## src/rtl/divider_seq_if.sv

```systemverilog
// divider_seq_if: request/result bundle for the sequential divider
interface divider_seq_if #(
    parameter int WIDTH = 8
);
    logic             start;
    logic             signed_mode;
    logic [WIDTH-1:0] dividend;
    logic [WIDTH-1:0] divisor;
    logic [WIDTH-1:0] quotient;
    logic [WIDTH-1:0] remainder;
    logic             ready;
    logic             busy;
    logic             div_by_zero;
    logic             overflow;

    modport master (
        output start, signed_mode, dividend, divisor,
        input  quotient, remainder, ready, busy, div_by_zero, overflow
    );

    modport slave (
        input  start, signed_mode, dividend, divisor,
        output quotient, remainder, ready, busy, div_by_zero, overflow
    );
endinterface

```

## src/rtl/divider_seq.sv

```systemverilog
// divider_seq: multi-cycle restoring divider with signed mode and error flags
module divider_seq #(
    parameter int WIDTH     = 8,
    parameter bit SIGNED_EN = 1'b1
) (
    input logic          clk,
    input logic          rst,
    divider_seq_if.slave bus
);
    typedef enum logic [1:0] {IDLE, CALC, FIX, DONE} state_t;

    localparam int               CW      = $clog2(WIDTH + 1);
    localparam logic [CW-1:0]    CNT_ONE = CW'(1);
    localparam logic [CW-1:0]    CNT_LD  = CW'(WIDTH);
    localparam logic [WIDTH-1:0] MIN_VAL = {1'b1, {(WIDTH-1){1'b0}}};

    state_t           state, state_nx;
    logic [CW-1:0]    cnt;
    logic [WIDTH-1:0] acc_q, acc_r, mag_d;
    logic             neg_q, neg_r, ovf_pend;
    logic [WIDTH-1:0] quotient, remainder;
    logic             dbz, ovf;
    logic             accept, smode, dvd_neg, dvs_neg, dvs_zero, min_by_neg1;
    logic [WIDTH-1:0] dvd_mag, dvs_mag;
    logic [WIDTH:0]   r_sh, trial;
    logic             q_bit;

    // Requests are only taken when no division is in flight
    assign accept      = bus.start && (state == IDLE || state == DONE);
    assign smode       = SIGNED_EN ? bus.signed_mode : 1'b0;
    assign dvd_neg     = smode & bus.dividend[WIDTH-1];
    assign dvs_neg     = smode & bus.divisor[WIDTH-1];
    assign dvd_mag     = dvd_neg ? -bus.dividend : bus.dividend;
    assign dvs_mag     = dvs_neg ? -bus.divisor : bus.divisor;
    assign dvs_zero    = bus.divisor == '0;
    assign min_by_neg1 = smode && bus.dividend == MIN_VAL && bus.divisor == '1;

    // One restoring step: shift in the next dividend bit, keep the trial
    // difference only when it did not borrow
    assign r_sh  = {acc_r, acc_q[WIDTH-1]};
    assign trial = r_sh - {1'b0, mag_d};
    assign q_bit = ~trial[WIDTH];

    assign bus.quotient    = quotient;
    assign bus.remainder   = remainder;
    assign bus.div_by_zero = dbz;
    assign bus.overflow    = ovf;
    assign bus.ready       = state == DONE;
    assign bus.busy        = state == CALC || state == FIX;

    // State register
    always_ff @(posedge clk or negedge rst) begin
        if (!rst) state <= IDLE;
        else      state <= state_nx;
    end

    // Next state: zero divisor short-circuits straight to DONE
    always_comb begin
        state_nx = state;
        case (state)
            IDLE, DONE: state_nx = accept ? (dvs_zero ? DONE : CALC) : state;
            CALC:       state_nx = cnt == CNT_ONE ? FIX : CALC;
            FIX:        state_nx = DONE;
            default:    state_nx = IDLE;
        endcase
    end

    // Datapath: latch magnitudes on accept, iterate in CALC, sign-fix in FIX
    always_ff @(posedge clk or negedge rst) begin
        if (!rst) begin
            cnt       <= '0;
            acc_q     <= '0;
            acc_r     <= '0;
            mag_d     <= '0;
            neg_q     <= 1'b0;
            neg_r     <= 1'b0;
            ovf_pend  <= 1'b0;
            quotient  <= '0;
            remainder <= '0;
            dbz       <= 1'b0;
            ovf       <= 1'b0;
        end else if (accept && dvs_zero) begin
            quotient  <= '1;
            remainder <= bus.dividend;
            dbz       <= 1'b1;
            ovf       <= 1'b0;
        end else if (accept) begin
            cnt      <= CNT_LD;
            acc_q    <= dvd_mag;
            acc_r    <= '0;
            mag_d    <= dvs_mag;
            neg_q    <= dvd_neg ^ dvs_neg;
            neg_r    <= dvd_neg;
            ovf_pend <= min_by_neg1;
            dbz      <= 1'b0;
            ovf      <= 1'b0;
        end else if (state == CALC) begin
            cnt   <= cnt - 1'b1;
            acc_r <= q_bit ? trial[WIDTH-1:0] : r_sh[WIDTH-1:0];
            acc_q <= {acc_q[WIDTH-2:0], q_bit};
        end else if (state == FIX) begin
            quotient  <= neg_q ? -acc_q : acc_q;
            remainder <= neg_r ? -acc_r : acc_r;
            ovf       <= ovf_pend;
        end
    end
endmodule

```

## src/flat_wrapper.sv

```systemverilog
// flat-port wrapper written by rule: the top's interface ports become plain ports
module divider_seq_flat 
#(
    parameter int WIDTH     = 8,
    parameter bit SIGNED_EN = 1'b1
)
  (clk, rst, bus_start, bus_signed_mode, bus_dividend, bus_divisor, bus_quotient, bus_remainder, bus_ready, bus_busy, bus_div_by_zero, bus_overflow);
  divider_seq_if #(.WIDTH(WIDTH)) bus_i ();
  input logic clk;
  input logic rst;
  input wire logic [$bits(bus_i.start)-1:0] bus_start;
  input wire logic [$bits(bus_i.signed_mode)-1:0] bus_signed_mode;
  input wire logic [$bits(bus_i.dividend)-1:0] bus_dividend;
  input wire logic [$bits(bus_i.divisor)-1:0] bus_divisor;
  output wire logic [$bits(bus_i.quotient)-1:0] bus_quotient;
  output wire logic [$bits(bus_i.remainder)-1:0] bus_remainder;
  output wire logic [$bits(bus_i.ready)-1:0] bus_ready;
  output wire logic [$bits(bus_i.busy)-1:0] bus_busy;
  output wire logic [$bits(bus_i.div_by_zero)-1:0] bus_div_by_zero;
  output wire logic [$bits(bus_i.overflow)-1:0] bus_overflow;
  assign bus_i.start = bus_start;
  assign bus_i.signed_mode = bus_signed_mode;
  assign bus_i.dividend = bus_dividend;
  assign bus_i.divisor = bus_divisor;
  assign bus_quotient = bus_i.quotient;
  assign bus_remainder = bus_i.remainder;
  assign bus_ready = bus_i.ready;
  assign bus_busy = bus_i.busy;
  assign bus_div_by_zero = bus_i.div_by_zero;
  assign bus_overflow = bus_i.overflow;
  divider_seq #(.WIDTH(WIDTH), .SIGNED_EN(SIGNED_EN)) u_core (.clk(clk), .rst(rst), .bus(bus_i));
endmodule
```

## config.mk

```make
export PLATFORM = sky130hd
export DESIGN_NAME = divider_seq_flat
export DESIGN_NICKNAME = d
export VERILOG_FILES = /design/src/rtl/divider_seq_if.sv /design/src/rtl/divider_seq.sv /design/src/flat_wrapper.sv
export SDC_FILE = /design/constraint.sdc
export NUM_CORES = 1
export LEC_CHECK = 0
export CAP_MARGIN = 30
export CORE_ASPECT_RATIO = 1.75
export CORE_MARGIN = 2
export CORE_UTILIZATION = 60
export DETAILED_ROUTE_END_ITERATION = 10
export GPL_TIMING_DRIVEN = 1
export PLACE_DENSITY = 0.92
export SKIP_CTS_REPAIR_TIMING = 1
export SYNTH_ARGS = -nofsm -noshare
export SYNTH_HDL_FRONTEND = slang
export SYNTH_SLANG_ARGS = --single-unit
```

## constraint.sdc

```tcl
create_clock -name clk -period 5 [get_ports clk]
set_clock_uncertainty 0.1 [all_clocks]
set_input_delay 1.25 -clock clk [delete_from_list [all_inputs] [get_ports clk]]
set_output_delay 1.25 -clock clk [all_outputs]
set_load 0.02 [all_outputs]
```

## Word-level counts from Yosys, hierarchy flattened

Index checks and enable logic that the tools add are counted.

- ROM bits: 0
- Output and inout bits: 20
- RAM bits: 0
- Memories kept: 0
- Latch bits: 0
- Word-level logic and storage cells: 79
- Register bits after elaboration: 51

- $lt $le $gt $ge: 0
- Mux-type cells: 29
- Eq/ne operators: 10
- Shift operators: 0
- Add/sub/neg operators: 6
- Div/mod/pow operators: 0
- Reductions and logical operators: 17
- $mul: 0
- Bitwise logic cells: 5

Operators by type and width:

| kind | count |
|---|---|
| $mux 8 | 17 |
| $neg 8->8 | 4 |
| $eq 8x8->1 const B | 2 |
| $sub 9x8->9 | 1 |
| $logic_not 8->1 | 1 |
| $mux 4 | 2 |
| $mux 1 | 6 |
| $mux 2 | 3 |
| $pmux 2 s3 | 1 |
| $reduce_and 2->1 | 3 |
| $reduce_bool 2->1 | 3 |
| $eq 2x2->1 const B | 2 |
| $eq 4x1->1 const B | 1 |
| $logic_and 1x1->1 | 4 |
| $ne 2x2->1 const B | 2 |
| $sub 4x1->4 const B | 1 |
| $ne 3x2->1 const B | 1 |
| $reduce_and 3->1 | 1 |
| $reduce_bool 3->1 | 1 |
| $and 1x1->1 | 2 |
| $eq 2x1->1 const B | 1 |
| $logic_not 2->1 | 1 |
| $logic_or 1x1->1 | 2 |
| $ne 2x1->1 const B | 1 |
| 3 further kinds | 4 |

## Longest topological paths before layout

- Depth after elaboration: 6
- Depth in mapped cells: 11

## Worst setup path after synthesis

No wires, ideal clock.

- Path kind: input to register
- From: input port bus_divisor[0]
- To: register u_core.remainder[5], in the netlist u_core.bus.remainder[5]
- Stages: 11
- Setup slack: 1.736 ns
- Library setup time: 0.121 ns
- Data arrival time: 3.043 ns
- Cell sequence: inv_1 > ha_1 > nand2b_4 > or4_4 > or4_4 > buf_6 > and2_4 > buf_6 > buf_6 > nand2_1 > o21ai_2

- Longest elaborated chain between the ends: 4
- Elaborated cells between the ends (all ways): 7

RTL lines:

| item | RTL line | source |
|---|---|---|
| start: declaration | flat_wrapper.sv:14 | `input wire logic [$bits(bus_i.divisor)-1:0] bus_divisor;` |
| $logic_not 8->1 * | divider_seq.sv:35 | `assign dvs_zero = bus.divisor == '0;` |
| $logic_and 1x1->1 * | divider_seq.sv:82 | `end else if (accept && dvs_zero) begin` |
| $ne 2x2->1 (no source line) or $reduce_bool 2->1 (tied branches) | - |  |
| $reduce_and 3->1 (no source line) | - |  |
| end signal: assignment | divider_seq.sv:84 | `remainder <= bus.dividend;` |
| end signal: assignment | divider_seq.sv:103 | `remainder <= neg_r ? -acc_r : acc_r;` |
| end: declaration | divider_seq.sv:21 | `logic [WIDTH-1:0] quotient, remainder;` |

Mark *: on every way between the ends. The rest lies on a longest branch, timed or not.
A chain may end at the register's enable or synchronous reset.

## Worst setup path after layout

- From: input port bus_divisor[0]
- To: register u_core.acc_q[6]

- Longest elaborated chain between the ends: 4

RTL lines:

| item | RTL line | source |
|---|---|---|
| $logic_not 8->1 | divider_seq.sv:35 |  |
| $logic_and 1x1->1 | divider_seq.sv:82 |  |
| $not 1->1 (no source line) | - |  |
| $reduce_and 2->1 (no source line) | - |  |
| end signal: assignment | divider_seq.sv:89 | `acc_q <= dvd_mag;` |
| end signal: assignment | divider_seq.sv:100 | `acc_q <= {acc_q[WIDTH-2:0], q_bit};` |
| end: declaration | divider_seq.sv:19 | `logic [WIDTH-1:0] acc_q, acc_r, mag_d;` |

No other way between the ends.

==> flow_summary.yaml <==
synthesis:
  async_flop_share_pct: 100
  synth_seq_area_share_pct: 39.4
  synthCells: 376
  synthFlopType: "dfrtp_1"
  synth_xor_xnor_area_share_pct: 7.83
  synth_seq_cells: 51
  synth-simple-area-share_pct: 17.4
  yosys.area.top_type: "dfrtp_1"
  synth-compound-area-share_pct: 19.0
  synth-edff-count: 0
  yosys-top-cells-area: "dfrtp_1 39%, ha_1 7.3%, nand2_1 7.1%"
  syn_area_per_cell_sq_um: 8.62
  syn_area_sq_um: 3240
  yosysTopAreaCellShare_pct: 39.4
  syn_nets: 416
  synth.area.mux_share_pct: 3.13
  yosys.area_share.adder_pct: 7.95
  ys_warn_count: 0
  synth_top_family_by_area: "compound AO/OA/AOI/OAI gates"
  ys_types: 43
place:
  post_dp_cell_area_sq_um: 3650
  dp_slack_ps: 1020
  gp_congestion: 0.880
  io_buffers: 39
  dp_hpwl_mm: 5.65
critical_path:
  cp_common_cell: "or4_4"
  path_cells: "clkdlybuf4s50_1 -> inv_1 -> ha_1 -> nand2b_4 -> or4_4 -> or4_4 -> o21ai_2 -> o21ai_0"
  reg2regPathDepth: 10
  slowest_delay_ps: 580
  crit_arrival_ps: 3720
  crit_start: "bus_divisor[0]"
  crit_fanout: 26
  reg2reg_from: "u_core.acc_q[7]"
  cp_data_required_time_ps: 5070
  crit_path_start_kind: "input port"
  worstSetupPathType: "input port to register"
  cp-end-kind: "register"
  critPathSlowestCell: "or4_4"
run:
  maxCapViolations: 0
cells_and_area:
  fin_util_pct: 71.7
  fin_nets: 450
  drive_gt1_share_pct: 5.11
  multi_input_area_sq_um: 1800
  seq_area_sq_um: 1280
  diodes: 0
  fillers: 384
  final_cell_mix: "61 x nand2_1, 51 x dfrtp_1, 38 x clkdlybuf4s50_1"
  stdcell_area_sq_um: 3770
  area_growth_pct: 16.2
  final_common_cell: "nand2_1"
clocking:
  clock-sinks: 51
  insertion_delay_ps: 320
  clockBufferDepth: 2
  clock-root-buffer: "clkbuf_8"
  cts_tree: "done"
  cts_buffers: 5
  h-tree-depth: 2
  clkSlewWorstSetupHoldPaths_ps: 100
pwr:
  clockPowerShare_pct: 12.8
  ir_drop_v: 0.000309
  swShare_pct: 44.3
  pwr-share-comb_pct: 55.6
  internal_power_mw: 1.31
  power_density_nw_per_um2: 623
  power.leakage_nw: 1.69
  pwr-share-seq_pct: 31.6
  netSwitchingPower_mw: 1.04
die:
  die-area_sq_um: 6030
  fp.dieH_microns: 101
  initial_core_util_pct: 61.7
  io_pins: 40
  fp.dieW_microns: 59.6
  core-area_sq_um: 5260
  fp-row-count: 35
sta:
  slew_headroom_pct: 40.8
  setup_violations: 0
  fmax_mhz: 274
  rsz0062_at_grt: "no"
  hold_viol: 0
  tightest_slew_ps: 887
  whs_ps: 388
  layout_setup_ws_ps: 1350
  fin_setup_tns_ps: 0
  fin_crit_sh_pct: 73.1
  finalMaxSlewViolations: 0
  min_period_ps: 3650
global_route:
  grt_pass1_vias: 2761
  grt_pass1_wl_mm: 12.6
  gr-total-overflow: 0
  grt_util_met2_pct: 48.9
  met3_usage_pct: 4.21
  track_usage_pct: 27.2
  grt_max_degree: 40
  antenna_found_initial: 0
  met1_usage_pct: 27.3
  top_usage_layer: "met2"
drt:
  via_per_inst: 6.11
  drt-pass1-iter-count: 4
  drc: 0
  first_iter_violations: 143
  num_vias: 2848
  drtAntennaViolNets: 0
  wl_per_cell_microns: 16.2
  routed_wl_mm: 7.54
worst_hold_path:
  hold_path.class: "register to register"
  hold_depth: 2
  worstHoldStart: "u_core.bus.remainder[2]"
run_status:
  outcome: "finished, final reports clean"
[registers in the layout, summed over array words and instances, names as in the netlist]
register / count
u_core.acc_q: 8
u_core.acc_r: 8
u_core.bus.quotient: 8
u_core.bus.remainder: 8
u_core.mag_d: 8
u_core.cnt: 4
u_core.state: 2
u_core.bus.div_by_zero: 1
u_core.bus.overflow: 1
u_core.neg_q: 1
u_core.neg_r: 1
u_core.ovf_pend: 1
[per-layer routing]
| layer | vias up | wire [microns] |
|---|---|---|
| li1 | 1361 | - |
| met1 | 1364 | 2750 |
| met4 | 0 | 520 |
| met5 | - | 0 |
| met3 | 39 | 244 |
| met2 | 84 | 4020 |
[final cells by class]
| class | count | area share (%) |
|---|---|---|
| repair buffers | 42 | 11.2 |
| inverters | 23 | 2.29 |
| flip-flops and latches | 51 | 33.9 |
| well taps | 55 | 1.83 |
| clock buffers | 5 | 1.83 |
| clock inverters | 3 | 1.26 |
| multi-input cells | 287 | 47.8 |
[stage by stage]
| stage | std cells | power, mW |
|---|---|---|
| finish | 466 | 2.35 |
| global route | 466 | 2.53 |
| CTS | 466 | 2.34 |
| detailed placement | 458 | 2.03 |
| global placement | 457 | 1.96 |
| floorplan | 376 | 1.66 |
[Yosys cell counts, types with 7 or more instances]
master    instances
nand2_1          61
dfrtp_1          51
o21ai_0          37
a21oi_1          27
nor2_1           26
inv_1            23
ha_1             19
xor2_1           15
xnor2_1          14
clkbuf_1          9
mux2i_1           9
o31ai_1           8
a31oi_1           7
[power by group through the flow]
| stage | combinational [mW] | sequential (mW) | clock (mW) |
|---|---|---|---|
| floorplan | 0.910 | 0.749 | 0 |
| global placement | 1.22 | 0.735 | 0 |
| detailed placement | 1.28 | 0.747 | 0 |
| CTS | 1.30 | 0.739 | 0.299 |
| global route | 1.46 | 0.762 | 0.316 |
| finish | 1.31 | 0.742 | 0.300 |
[worst max-delay path: cells and delay by family]
kind | cells | cell delay (ps)
adder cells (fa/ha/maj) | 1 | 220
AND/OR/NAND/NOR | 3 | 1080
buffers and inverters | 2 | 540
AO/OA/AOI/OAI | 2 | 620
[final timing paths]
check                                          endpoint  slack [ps]
worst max-delay path                    u_core.acc_q[6]        1350
worst min register to register  u_core.bus.remainder[2]         390
worst max register to register          u_core.acc_r[0]        2050
max in group asynchronous                 u_core.cnt[0]        3580
min in group asynchronous       u_core.bus.remainder[7]         720
worst min-delay path            u_core.bus.remainder[2]         390
[cell families after synthesis]
| group | Yosys count |
|---|---|
| AO/OA/AOI/OAI | 105 |
| flip-flops | 51 |
| multiplexers | 10 |
| AND/OR/NAND/NOR | 123 |
| adder cells (fa/ha/maj) | 20 |
| buffers and inverters | 38 |
| XOR/XNOR | 29 |
Note: power is estimated with default switching activity, not from simulation.
